===== src/rtl/iob_skid_buf.sv =====
// Two-entry valid/ready skid buffer: registered forward data/valid and registered backward ready.
// Clock enable and synchronous reset behave like iob_reg_r; arst_i clears the buffer immediately.
module iob_skid_buf #(
  parameter int unsigned DATA_W  = 21,
  parameter int          RST_VAL = 0
) (
  input  logic              clk_i,
  input  logic              arst_i,
  input  logic              cke_i,
  input  logic              rst_i,
  input  logic              s_valid_i,
  input  logic [DATA_W-1:0] s_data_i,
  output logic              s_ready_o,
  output logic              m_valid_o,
  output logic [DATA_W-1:0] m_data_o,
  input  logic              m_ready_i
);

  localparam logic [DATA_W-1:0] RST_DATA = DATA_W'(RST_VAL);

  typedef enum logic [1:0] {
    EMPTY = 2'b00,
    BUSY  = 2'b01,
    FULL  = 2'b11
  } state_t;

  state_t            state_q;
  logic [DATA_W-1:0] main_q;
  logic [DATA_W-1:0] skid_q;
  logic              rdy_q;
  logic              main_v;
  logic              s_fire;
  logic              m_fire;

  // Valid flags are decoded from the state; rdy_q is kept as its own register
  // so s_ready_o never depends combinationally on m_ready_i or s_valid_i.
  assign main_v    = (state_q != EMPTY);
  assign s_ready_o = rdy_q  & cke_i & ~rst_i;
  assign m_valid_o = main_v & cke_i & ~rst_i;
  assign m_data_o  = main_q;
  assign s_fire    = s_valid_i & s_ready_o;
  assign m_fire    = m_valid_o & m_ready_i;

  always_ff @(posedge clk_i or posedge arst_i) begin
    if (arst_i) begin
      state_q <= EMPTY;
      main_q  <= RST_DATA;
      skid_q  <= RST_DATA;
      rdy_q   <= 1'b1;
    end else if (cke_i) begin
      if (rst_i) begin
        state_q <= EMPTY;
        main_q  <= RST_DATA;
        skid_q  <= RST_DATA;
        rdy_q   <= 1'b1;
      end else begin
        unique case (state_q)
          EMPTY: begin
            if (s_fire) begin
              state_q <= BUSY;
              main_q  <= s_data_i;
            end
          end
          BUSY: begin
            if (s_fire && m_fire) begin
              main_q <= s_data_i;
            end else if (s_fire) begin
              state_q <= FULL;
              skid_q  <= s_data_i;
              rdy_q   <= 1'b0;
            end else if (m_fire) begin
              state_q <= EMPTY;
            end
          end
          FULL: begin
            if (m_fire) begin
              state_q <= BUSY;
              main_q  <= skid_q;
              rdy_q   <= 1'b1;
            end
          end
          default: begin
            state_q <= EMPTY;
            rdy_q   <= 1'b1;
          end
        endcase
      end
    end
  end

endmodule


===== config.mk =====
export PLATFORM = sky130hd
export DESIGN_NAME = iob_skid_buf
export DESIGN_NICKNAME = d
export VERILOG_FILES = /design/src/rtl/iob_skid_buf.sv
export SDC_FILE = /design/constraint.sdc
export NUM_CORES = 1
export LEC_CHECK = 0
export BUFFER_PORTS_ARGS = -buffer_cell sky130_fd_sc_hd__buf_2
export CORE_AREA = 2 2 77 72
export CTS_CLUSTER_SIZE = 8
export DETAILED_ROUTE_END_ITERATION = 16
export DIE_AREA = 0 0 79 74
export PLACE_DENSITY = 0.76
export RECOVER_POWER = 100
export SLEW_MARGIN = 20
export SYNTH_ARGS = -nofsm -noshare
export SYNTH_HDL_FRONTEND = slang
export SYNTH_SLANG_ARGS = --single-unit

===== constraint.sdc =====
create_clock -name clk_i -period 2.3 [get_ports clk_i]
set_clock_uncertainty 0.2 [all_clocks]
set_input_delay 0.115 -clock clk_i [delete_from_list [all_inputs] [get_ports clk_i]]
set_output_delay 0.115 -clock clk_i [all_outputs]
set_load 0.05 [all_outputs]

### After elaboration in Yosys (flattened, before gate mapping)

Cells that the tools add are included.

| storage, ports and cells | value |
|---|---|
| register bits | 45 |
| output and inout bits | 23 |

| cells by class | value |
|---|---|
| equal/unequal tests | 10 |
| multiplexer cells | 20 |
| bitwise gates (word level) | 7 |
| reductions and logical operators | 10 |

Operator list:

| cell | count |
|---|---|
| 21-bit 2-to-1 mux | 7 |
| 21-bit one-hot mux with 3 select lines | 1 |
| 3-bit != test (second input constant) | 5 |
| 5-bit AND reduction | 3 |
| 2-bit 2-to-1 mux | 6 |
| 1-bit AND | 6 |
| 2-bit one-hot mux with 3 select lines | 1 |
| 2-bit nonzero test | 3 |
| 1-bit 2-to-1 mux | 4 |
| 2-bit != test (second input constant) | 2 |
| 4-bit != test (second input constant) | 1 |
| 4-bit AND reduction | 1 |
| 4-bit nonzero test | 1 |
| 1-bit one-hot mux with 3 select lines | 1 |
| 2-bit by 1-bit == test with 1-bit output (second input constant) | 1 |
| 2-bit == test (second input constant) | 1 |
| 2-bit logical NOT | 1 |
| 1-bit logical AND | 1 |
| 1-bit inverter | 1 |

### Logic depth before layout (Yosys ltp)

Gate-level depths: netlist (run 1).

| depth | value |
|---|---|
| depth in word-level cells | 9 |
| gate-level depth with buffers | 8 |
| gate-level depth less buffers | 6 |

### Least setup slack after synthesis (run 1)

No wires, ideal clock.

| timing path | value |
|---|---|
| path kind | register to register |
| start | register state_q[0] |
| end | register skid_q[10] |
| arrival | 1.611 ns |
| required time | 1.975 ns |
| slack | 0.364 ns |
| stages on the path, launching flop included | 8 |
| path buffers | 1 |
| clock period less this slack | 1.936 ns |
| cells stage by stage | dfrtp_1 > inv_1 > ha_1 > and2b_1 > nor2_1 > o21ai_1 > buf_4 > mux2_2 |

| on the way | value |
|---|---|
| cells in the longest elaborated chain, start to end | 7 |
| elaborated cells on any way between the ends | 9 |
| those cells by class | eq/ne: 2; bitwise: 3; reduce/logical: 4 |

Ends and longest elaborated chain:

| element | RTL line | source |
|---|---|---|
| start: declaration | 27 | `state_t state_q;` |
| start signal: assignment | 46 | `state_q <= EMPTY;` |
| start signal: assignment | 52 | `state_q <= EMPTY;` |
| start signal: assignment | 60 | `state_q <= BUSY;` |
| 2-bit nonzero test | 37 | `assign main_v = (state_q != EMPTY);` |
| 1-bit AND (2 in a row) | 39 | `assign m_valid_o = main_v & cke_i & ~rst_i;` |
| 1-bit AND | 42 | `assign m_fire = m_valid_o & m_ready_i;` |
| 1-bit logical AND | 65 | `if (s_fire && m_fire) begin` |
| 2-bit != test (no line) | -- |  |
| 4-bit AND reduction (no line) * | -- |  |
| end signal: assignment | 69 | `skid_q <= s_data_i;` |
| end: declaration | 29 | `logic [DATA_W-1:0] skid_q;` |

Mark *: on every way between the ends. The rest lies on a longest branch, timed or not.
A chain may end at the register's enable or synchronous reset.

### Worst setup path in the final report (run 1)

| timing path | value |
|---|---|
| start | register state_q[0] |
| end | register skid_q[19] |

The elaborated chain is that of the path after synthesis.

==> impl_results.md, run 1 <==
- Max VDD drop: 0.000405 V
- Crit share post-route: 94.6%
- Seq/Total Area, Yosys: 45.9%
- CP cell instances: inv_1 > ha_1 > and2b_1 > nor2_1 > o21ai_1 > buf_12 > mux2_2
- Static leakage: 1.30 nW
- Vias per cell: 5.01
- Multi-input gate area: 1050 µm²
- Antenna-violating nets left: 0
- CTS tree: yes
- Crit path time final: 2.18 ns
- Die Y: 74 µm
- Total Routing Usage GR: between 10% and 20%
- First-pass GRT wire length: 8090 µm
- Yosys warnings: 0
- Yosys top cell area share: between 40% and 50%
- Post-detail-place hpwl: 3220 µm
- Simple-gate share of the synthesized area: 11.3%
- Drt first pass iters: 4
- CTS Sinks: 45
- Vias: 1758
- Syn nets: 239
- Rel. slew slack: 45.6%
- Fillers: 439
- Area contributors post-synth: dfrtp_1, o22ai_2, mux2i_1, mux2_2, nor2b_1
- Hold Vio Cnt, Final: 0
- Compound-gate portion of the synthesized area: 15.0%
- Post-synth top area cell: dfrtp_1
- Root buffer cell: clkbuf_8
- DR WL/cell: 13.9 µm
- Initial Util: 48.5%
- Post-CTS setup buffers: 0
- Vias in the first global route: 1774
- Critical Path Max Stage Delay: 0.39 ns
- Syn avg cell area: about 12 µm²
- Total congestion overflow: 0
- Port Buffer Count: 49
- Worst-Margin Slew: a little over 0.8 ns
- Fraction of layout cells with a size suffix above 1: 23.9%
- Area Overhead vs Synth: 22.4%
- Final net count: 314
- Area share of fa/ha/maj cells after synthesis: 2.04%
- FMAX: 459 MHz
- Hold Path Class: in -> reg
- Final Slew Violations: 0
- CTS max path bufs: 2
- Commonest cells post-synth: dfrtp_1, inv_1, nor2b_1, mux2i_1, o22ai_2
- Core Area: 5070 µm²
- # resized after CTS: 0
- Yosys cell types: 37
- Critical path fanouts, max: 21
- Antenna violations before repair: 0
- Worst Path Required: 2.29 ns
- Critical Path AT: approximately 2.2 ns
- Final WL: 4860 µm
- Drc violations: 0
- Mapped Cells: 208
- Die Width: around 80 µm
- Mux cell area share after synthesis: 18.2%
- CP Class: reg -> reg
- Max-cap violations: 0
- Drt initial violations: 82
- Die ar.: 5850 µm²
- Asr flop ratio synth: 100%
- Largest family of logic cells by synthesized area: multiplexers
- Pin count of the biggest net entering global routing: 23
- Power Dens Cells: 994 nW/µm²
- Ys flop type: dfrtp_1
- Skew-Pair Late Insertion Delay: 0.30 ns
- Clock slew at reported path FFs: 0.08 ns
- Routability cong.: 0.872
- Setup_tns: 0 ns
- Number of buffers created by CTS: 5
- RSZ-0062 raised after global routing: false
- Crit start category: flip-flop
- Total power: 0.00299 W
- Critical path endpoint category: flip-flop
- Most frequent cell after synthesis: dfrtp_1
- Post-synth EDFFs: 0
- Seq cells post-synth: 45
- Synthesized area: 2460 µm²
- Hold Buf Count CTS: 24
- Storage cell area: 1130 µm²
- Slowest stage cell, crit path: dfrtp_1
- Final setup fails: 0
- Status: finished clean
- # diodes: 0
- Xor-xnor portion of the synthesized cell area: 0%
- Rows: 25
- H-tree depth: 2
- I/O Pins: 50
-- path summary, 6_finish.rpt --
check / start / to / slack [ns] / depth (start not counted)
max in group asynchronous: arst_i / skid_q[9] / 0.51 / 4
worst min register to register: skid_q[7] / skid_q[7] / 0.30 / 1
worst max register to register: state_q[0] / skid_q[19] / 0.12 / 7
worst min-delay path: rst_i / rdy_q / 0.11 / 3
worst max-delay path: state_q[0] / skid_q[19] / 0.12 / 7
min in group asynchronous: arst_i / m_data_o[2] / 0.31 / 3
-- kinds of logic (layout without fill, tap and decap cells) --
family,after synthesis,in the layout
fa+ha+maj,4,4
simple gates,42,42
flops,45,45
compound gates,36,36
buf+inv,39,115
mux,42,42
-- flip-flops by register name, indices dropped and copies added (netlist names) --
register	flops
skid_q	21
rdy_q	1
m_data_o	21
state_q	2
-- final cells by class --
type	instances	area share, %
multi-input combinational	124	35.1
tap	67	2.79
clock inverter	1	0.999
sequential	45	37.5
clock buffer	7	2.87
inverter	25	3.12
timing repair buffer	82	17.7
-- stage by stage --
step           hold slack (ns)  util, %  cell area (µm²)  std cells  worst slack, ns
2_1_floorplan           0.0905        -             2460        208            0.364
6_report                 0.112     59.3             3010        351            0.124
5_1_grt                  0.163     59.3             3010        351           0.0305
3_3_place_gp           -0.0389     55.1             2790        319            0.229
3_5_place_dp           -0.0366     55.1             2790        319            0.172
4_1_cts                  0.123     62.2             3150        351            0.162
-- power by group --
part	switching, W	internal (W)
Clock	0.000268	0.000354
Sequential	0.000110	0.000999
Combinational	0.000841	0.000416
Total	0.00122	0.00177
-- metal layers --
metal | vias up | share of wire (%) | GRT usage (%)
li1 | 873 | - | -
met1 | 840 | 49 | 23.9
met4 | 0 | 1.5 | 5.75
met2 | 39 | 46 | 29.9
met5 | - | 0 | 0
met3 | 6 | 3.9 | 3.64
-- critical path, delay by kind of cell, from the launching register on --
kind	cells	cell delay, ns
DFF	1	0.39
adders and majority gates	1	0.28
muxes	1	0.35
buffers and inverters	2	0.31
AOI/OAI and AO/OA	1	0.21
and+or+nand+nor	2	0.33
-- cell usage in the layout, fill, tap and decap left out, types with 2 or more instances in the layout --
cell type      instances
o22ai_2                5
nand4b_1               2
clkbuf_1              26
or4_1                  2
nor2_1                 3
a211oi_1               3
mux2_1                 3
dlygate4sd3_1         24
mux2i_1               21
mux2_2                18
ha_1                   4
buf_4                  4
nand3b_1               3
a21oi_1                3
nor2b_1               22
dfrtp_1               44
buf_2                 26
clkbuf_8               6
o22ai_1               17
inv_1                 25
(Power assumes the default switching activity.)
==> run 2: changes to the inputs <==
- MAX_ROUTING_LAYER: unset -> met4
==> run 2 against run 1 <==
Via count rose by 0.63%. Design area rose by 0.13%. Routed wire length grew 0.37%. Maximum frequency grew 2.0%. Clock-buffer cell count stayed put. Worst hold slack improved by 0.013 ns. Sequential power is essentially flat. Combinational power about the same. Sequential share of layout area hardly changed. Register-to-register slack better by 0.04 ns. Largest cell class unchanged.
==> impl_results.md, run 2 (synthesis results as in run 1) <==
- Status: finished clean (unchanged)
- Final setup fails: 0 (unchanged)
- Clock slew at reported path FFs: 0.08 ns (about the same)
- Critical path fanouts, max: 18 (was 21)
- Initial Util: 48.5% (unchanged)
- Crit path time final: 2.13 ns (was 2.18 ns)
- Worst Path Required: 2.32 ns (was 2.29 ns)
- Total Routing Usage GR: 18.5% (was 17.9%)
- H-tree depth: 2 (unchanged)
- Non-Filler Instances: 351 (unchanged)
- Crit start category: flip-flop (unchanged)
- Critical Path AT: 2.15 ns (was 2.16 ns)
- Power Dens Cells: 993 nW/µm² (was 994 nW/µm²)
- Die ar.: 5850 µm² (unchanged)
- Final net count: 314 (unchanged)
- Commonest cells after routing, fill and taps aside: dfrtp_1, clkbuf_1, buf_2 (unchanged)
- Pin count of the biggest net entering global routing: 23 (unchanged)
- I/O Pins: 50 (unchanged)
- Post-detail-place hpwl: 3220 µm (unchanged)
- Routability cong.: 0.886 (was 0.872)
- Reg2reg end: m_data_o[6] (was skid_q[19])
- CTS Sinks: 45 (unchanged)
- Critical path endpoint category: flip-flop (unchanged)
- Drt initial violations: 101 (was 82)
- CTS tree: yes (unchanged)
- FF-to-FF Start: state_q[0] (unchanged)
- Area Overhead vs Synth: 22.5% (was 22.4%)
- Rows: 25 (unchanged)
- Static leakage: 1.30 nW (about the same)
- Core Area: 5070 µm² (unchanged)
- FMAX: 468 MHz (was 459 MHz)
- Critical path capture point: m_data_o[6] (was skid_q[19])
- First-pass GRT wire length: 8090 µm (about the same)
- Root buffer cell: clkbuf_8 (unchanged)
- Post-Place Cells: 319 (unchanged)
- Vias in the first global route: 1772 (was 1774)
- Die Y: 74 µm (unchanged)
- Final Slew Violations: 0 (unchanged)
- Port Buffer Count: 49 (unchanged)
- Die Width: 79 µm (unchanged)
- Most common cell after layout, fill and taps aside: dfrtp_1 (unchanged)
- Final WL: 4880 µm (was 4860 µm)
- DR WL/cell: 13.9 µm (about the same)
- CTS max path bufs: 2 (unchanged)
- FF-to-FF setup slack: 0.17 ns (was 0.12 ns)
- Hold Vio Cnt, Final: 0 (unchanged)
- # diodes: 0 (unchanged)
- Post-CTS setup buffers: 0 (unchanged)
- Max-cap violations: 0 (unchanged)
- Vias per cell: 5.04 (was 5.01)
- Worst-Margin Slew: 0.816 ns (was 0.815 ns)
- Crit share post-route: 92.8% (was 94.6%)
- Drt first pass iters: 4 (unchanged)
- Vias: 1769 (was 1758)
- Antenna-violating nets left: 0 (unchanged)
- RSZ-0062 raised after global routing: false (unchanged)
- Fillers: 439 (unchanged)
- Drc violations: 0 (unchanged)
- Max VDD drop: 0.000406 V (was 0.000405 V)
- Skew-Pair Late Insertion Delay: 0.30 ns (about the same)
- Rel. slew slack: 45.5% (was 45.6%)
- R2R depth: 7 (unchanged)
- Setup_tns: 0 ns (unchanged)
- Total congestion overflow: 0 (unchanged)
- Fraction of layout cells with a size suffix above 1: 24.3% (was 23.9%)
- Beginning of the critical path: state_q[0] (unchanged)
- Hold Path Class: in -> reg (unchanged)
- Antenna violations before repair: 0 (unchanged)
- CP Class: reg -> reg (unchanged)
- Number of buffers created by CTS: 5 (unchanged)
[run 2: cell count changes in the layout (fill, tap and decap cells not counted)]
cell,previous run,this run
o21ai_2,1,2
o21ai_1,1,0
[run 2: per-stage QoR]
step | utilization (%) | total power [W] | cell area, µm² | setup WS, ns | hold WS (ns)
6_report | 59.4 | 0.00299 | 3010 | 0.165 | 0.125
5_1_grt | 59.4 | 0.00316 | 3010 | 0.0598 | 0.168
4_1_cts | 62.2 | 0.00312 | 3150 | 0.162 | 0.123
3_5_place_dp | 55.1 | 0.00247 | 2790 | 0.172 | -0.0366
3_3_place_gp | 55.1 | 0.00245 | 2790 | 0.229 | -0.0389
2_1_floorplan | - | 0.00220 | 2460 | 0.364 | 0.0905
[run 2: what timing repair did]
action	4_1_cts	5_1_grt
hold buffers	24	0
hold endpoints to repair	58	0
gates resized for setup	0	0
setup endpoints to repair	0	0
[run 2: final cells by class]
| type | instances | area [µm²] | area share (%) |
|---|---|---|---|
| clock buffer | 7 | 86.3 | 2.87 |
| clock inverter | 1 | 30.0 | 0.998 |
| inverter | 25 | 93.8 | 3.12 |
| multi-input combinational | 124 | 1060 | 35.1 |
| sequential | 45 | 1130 | 37.5 |
| tap | 67 | 83.8 | 2.79 |
| timing repair buffer | 82 | 531 | 17.6 |
[run 2: layer usage]
metal  share of wire, %  GRT usage, %
met2                 46          29.8
met5                  0             -
met4                1.5          5.75
met1                 48          23.9
met3                4.0          3.64
[run 2: worst max-delay path: stages, from the launching register on]
cell      delay, ns
dfrtp_1        0.41
ha_1           0.28
clkbuf_2       0.29
nand4b_1       0.25
a21oi_1        0.19
o21ai_2        0.09
buf_6          0.18
o22ai_1        0.15
[run 2: worst min-delay path by stage]
stage,startpoint,end,cells after the start
floorplan,s_data_i[0],m_data_o[0],2
global route,rst_i,skid_q[2],3
detailed placement,arst_i,m_data_o[2],2
finish,rst_i,rdy_q,3
CTS,rst_i,rdy_q,3
global placement,arst_i,m_data_o[2],2
[run 2: power breakdown]
part | total, W | switching (W) | internal [W]
sequential | 0.00111 | 0.000110 | 0.000999
combinational | 0.00126 | 0.000843 | 0.000417
clock | 0.000619 | 0.000265 | 0.000354
==> run 3: changes to the inputs <==
- PLACE_DENSITY: 0.76 -> 0.83
==> run 3 against run 2 <==
Worst hold slack got worse by 0.10 ns. Global-route usage up 1.1 points. Core utilization decreased by 0.79 points. Critical path depth is the same. Setup slack worse by 0.061 ns. Routed wire length rose by 5.2%. First-iteration DRC count down 22%. Clock power decreased by 14%. Combinational power barely moved.
==> impl_results.md, run 3 (synthesis results as in run 1) <==
- Status: finished clean (unchanged)
- Core Area: 5070 µm² (unchanged)
- Worst Path Required: 2.28 ns (was 2.32 ns)
- Setup_tns: 0 ns (unchanged)
- Clock slew at reported path FFs: 0.09 ns (was 0.08 ns)
- Drc violations: 0 (unchanged)
- Static leakage: 1.29 nW (was 1.30 nW)
- Vias in the first global route: 1835 (was 1772)
- Max-cap violations: 0 (unchanged)
- Worst-Margin Slew: 1.09 ns (was 0.816 ns)
- Die ar.: 5850 µm² (unchanged)
- DR WL/cell: 14.7 µm (was 13.9 µm)
- Critical Path AT: 2.18 ns (was 2.15 ns)
- Power Dens Cells: 978 nW/µm² (was 993 nW/µm²)
- Multi-input gate area: 1040 µm² (was 1060 µm²)
- CTS max path bufs: 2 (unchanged)
- CP cell instances: inv_1 > ha_1 > and2b_1 > nor2_1 > o21ai_1 > buf_4 > mux2_2 (was ha_1 > clkbuf_2 > nand4b_1 > a21oi_1 > o21ai_2 > buf_6 > o22ai_1)
- Finished Cell Area: 2970 µm² (was 3010 µm²)
- Final net count: 313 (was 314)
- Crit share post-route: 95.5% (was 92.8%)
- Area Overhead vs Synth: 20.9% (was 22.5%)
- Die Y: 74 µm (unchanged)
- Fillers: 451 (was 439)
- Fraction of layout cells with a size suffix above 1: 24.4% (was 24.3%)
- Number of buffers created by CTS: 5 (unchanged)
- Rows: 25 (unchanged)
- Skew-Pair Late Insertion Delay: 0.29 ns (was 0.30 ns)
- Max VDD drop: 0.000508 V (was 0.000406 V)
- Initial Util: 48.5% (unchanged)
- FMAX: 455 MHz (was 468 MHz)
- Hold Vio Cnt, Final: 0 (unchanged)
- First-pass GRT wire length: 8580 µm (was 8090 µm)
- Critical Path Max Stage Delay: 0.38 ns (was 0.41 ns)
- Rel. slew slack: 27.2% (was 45.5%)
- Total Routing Usage GR: 19.6% (was 18.5%)
- Routability cong.: 0.803 (was 0.886)
- Antenna violations before repair: 0 (unchanged)
- Final worst slack: 0.104 ns (was 0.165 ns)
- # diodes: 0 (unchanged)
- Final WL: 5140 µm (was 4880 µm)
- Port Buffer Count: 49 (unchanged)
- Commonest cells after routing, fill and taps aside: dfrtp_1, buf_2, inv_1 (was dfrtp_1, clkbuf_1, buf_2)
- Slowest stage cell, crit path: dfrtp_1 (unchanged)
- Total congestion overflow: 0 (unchanged)
- Final Slew Violations: 0 (unchanged)
- Post-detail-place hpwl: 3390 µm (was 3220 µm)
- Placed Area: 2780 µm² (was 2790 µm²)
- RSZ-0062 raised after global routing: false (unchanged)
- Pin count of the biggest net entering global routing: 46 (was 23)
- Final setup fails: 0 (unchanged)
- CTS Sinks: 45 (unchanged)
- Critical path fanouts, max: 8 (was 18)
- H-tree depth: 2 (unchanged)
- Crit start category: flip-flop (unchanged)
- I/O Pins: 50 (unchanged)
- Antenna-violating nets left: 0 (unchanged)
- CP Class: reg -> reg (unchanged)
- Die Width: 79 µm (unchanged)
- Storage cell area: 1130 µm² (unchanged)
- Drt first pass iters: 4 (unchanged)
- Vias per cell: 5.15 (was 5.04)
- Root buffer cell: clkbuf_8 (unchanged)
- Drt initial violations: 79 (was 101)
- Vias: 1801 (was 1769)
- Crit path time final: 2.20 ns (was 2.13 ns)
- Hold Path Class: in -> reg (unchanged)
- Most common cell after layout, fill and taps aside: dfrtp_1 (unchanged)
- CTS tree: yes (unchanged)
- Pre-CTS setup slack: 0.172 ns (about the same)
- Critical path endpoint category: flip-flop (unchanged)
-- run 3: layout make-up --
type                       count  share of cell area, %
clock buffer                   7                   3.24
clock inverter                 1                  0.169
tap                           67                   2.82
multi-input combinational    124                   35.1
sequential                    45                   38.0
timing repair buffer          81                   17.6
inverter                      25                   3.16
-- run 3: what timing repair did --
| action | CTS | global route |
|---|---|---|
| resized for setup | 0 | 0 |
| buffers inserted | 0 | 0 |
| endpoints found under the setup margin | 0 | 0 |
| hold endpoints to repair | 77 | 0 |
| hold buffers | 23 | 0 |
-- run 3: metal layers --
metal | global-route usage, % | wire (µm) | vias up
li1 | - | - | 870
met1 | 23.8 | 2400 | 871
met2 | 32.9 | 2410 | 52
met3 | 3.76 | 247 | 8
met4 | 7.47 | 80 | 0
met5 | - | 0 | -
-- run 3: path summary, 6_finish.rpt --
check                           start           to  slack (ns)  cells after the start
setup reg to reg           state_q[0]   skid_q[16]        0.10                      7
hold / removal              s_valid_i   state_q[1]        0.03                      3
min in group asynchronous      arst_i  m_data_o[0]        0.51                      4
hold reg to reg             skid_q[5]    skid_q[5]        0.30                      1
setup / recovery           state_q[0]   skid_q[16]        0.10                      7
max in group asynchronous      arst_i    skid_q[4]        0.72                      4
-- run 3: stage by stage --
step	instances	hold slack (ns)	power (W)	util, %
6_report	350	0.0251	0.00291	58.6
5_1_grt	350	0.0382	0.00308	58.6
3_3_place_gp	319	0.0871	0.00243	54.9
2_1_floorplan	208	0.0905	0.00220	-
4_1_cts	350	0.0155	0.00303	61.4
3_5_place_dp	319	0.0922	0.00248	54.9
-- run 3: power by group --
part / switching, W / internal (W)
clock: 0.000263 / 0.000272
sequential: 0.000116 / 0.000999
combinational: 0.000846 / 0.000409
-- run 3: worst max-delay path: cells and delay by family (launching register included) --
kind | cells | cell delay, ns
DFF | 1 | 0.38
muxes | 1 | 0.36
adders and majority gates | 1 | 0.24
buffers and inverters | 2 | 0.33
AOI/OAI and AO/OA | 1 | 0.25
and+or+nand+nor | 2 | 0.32
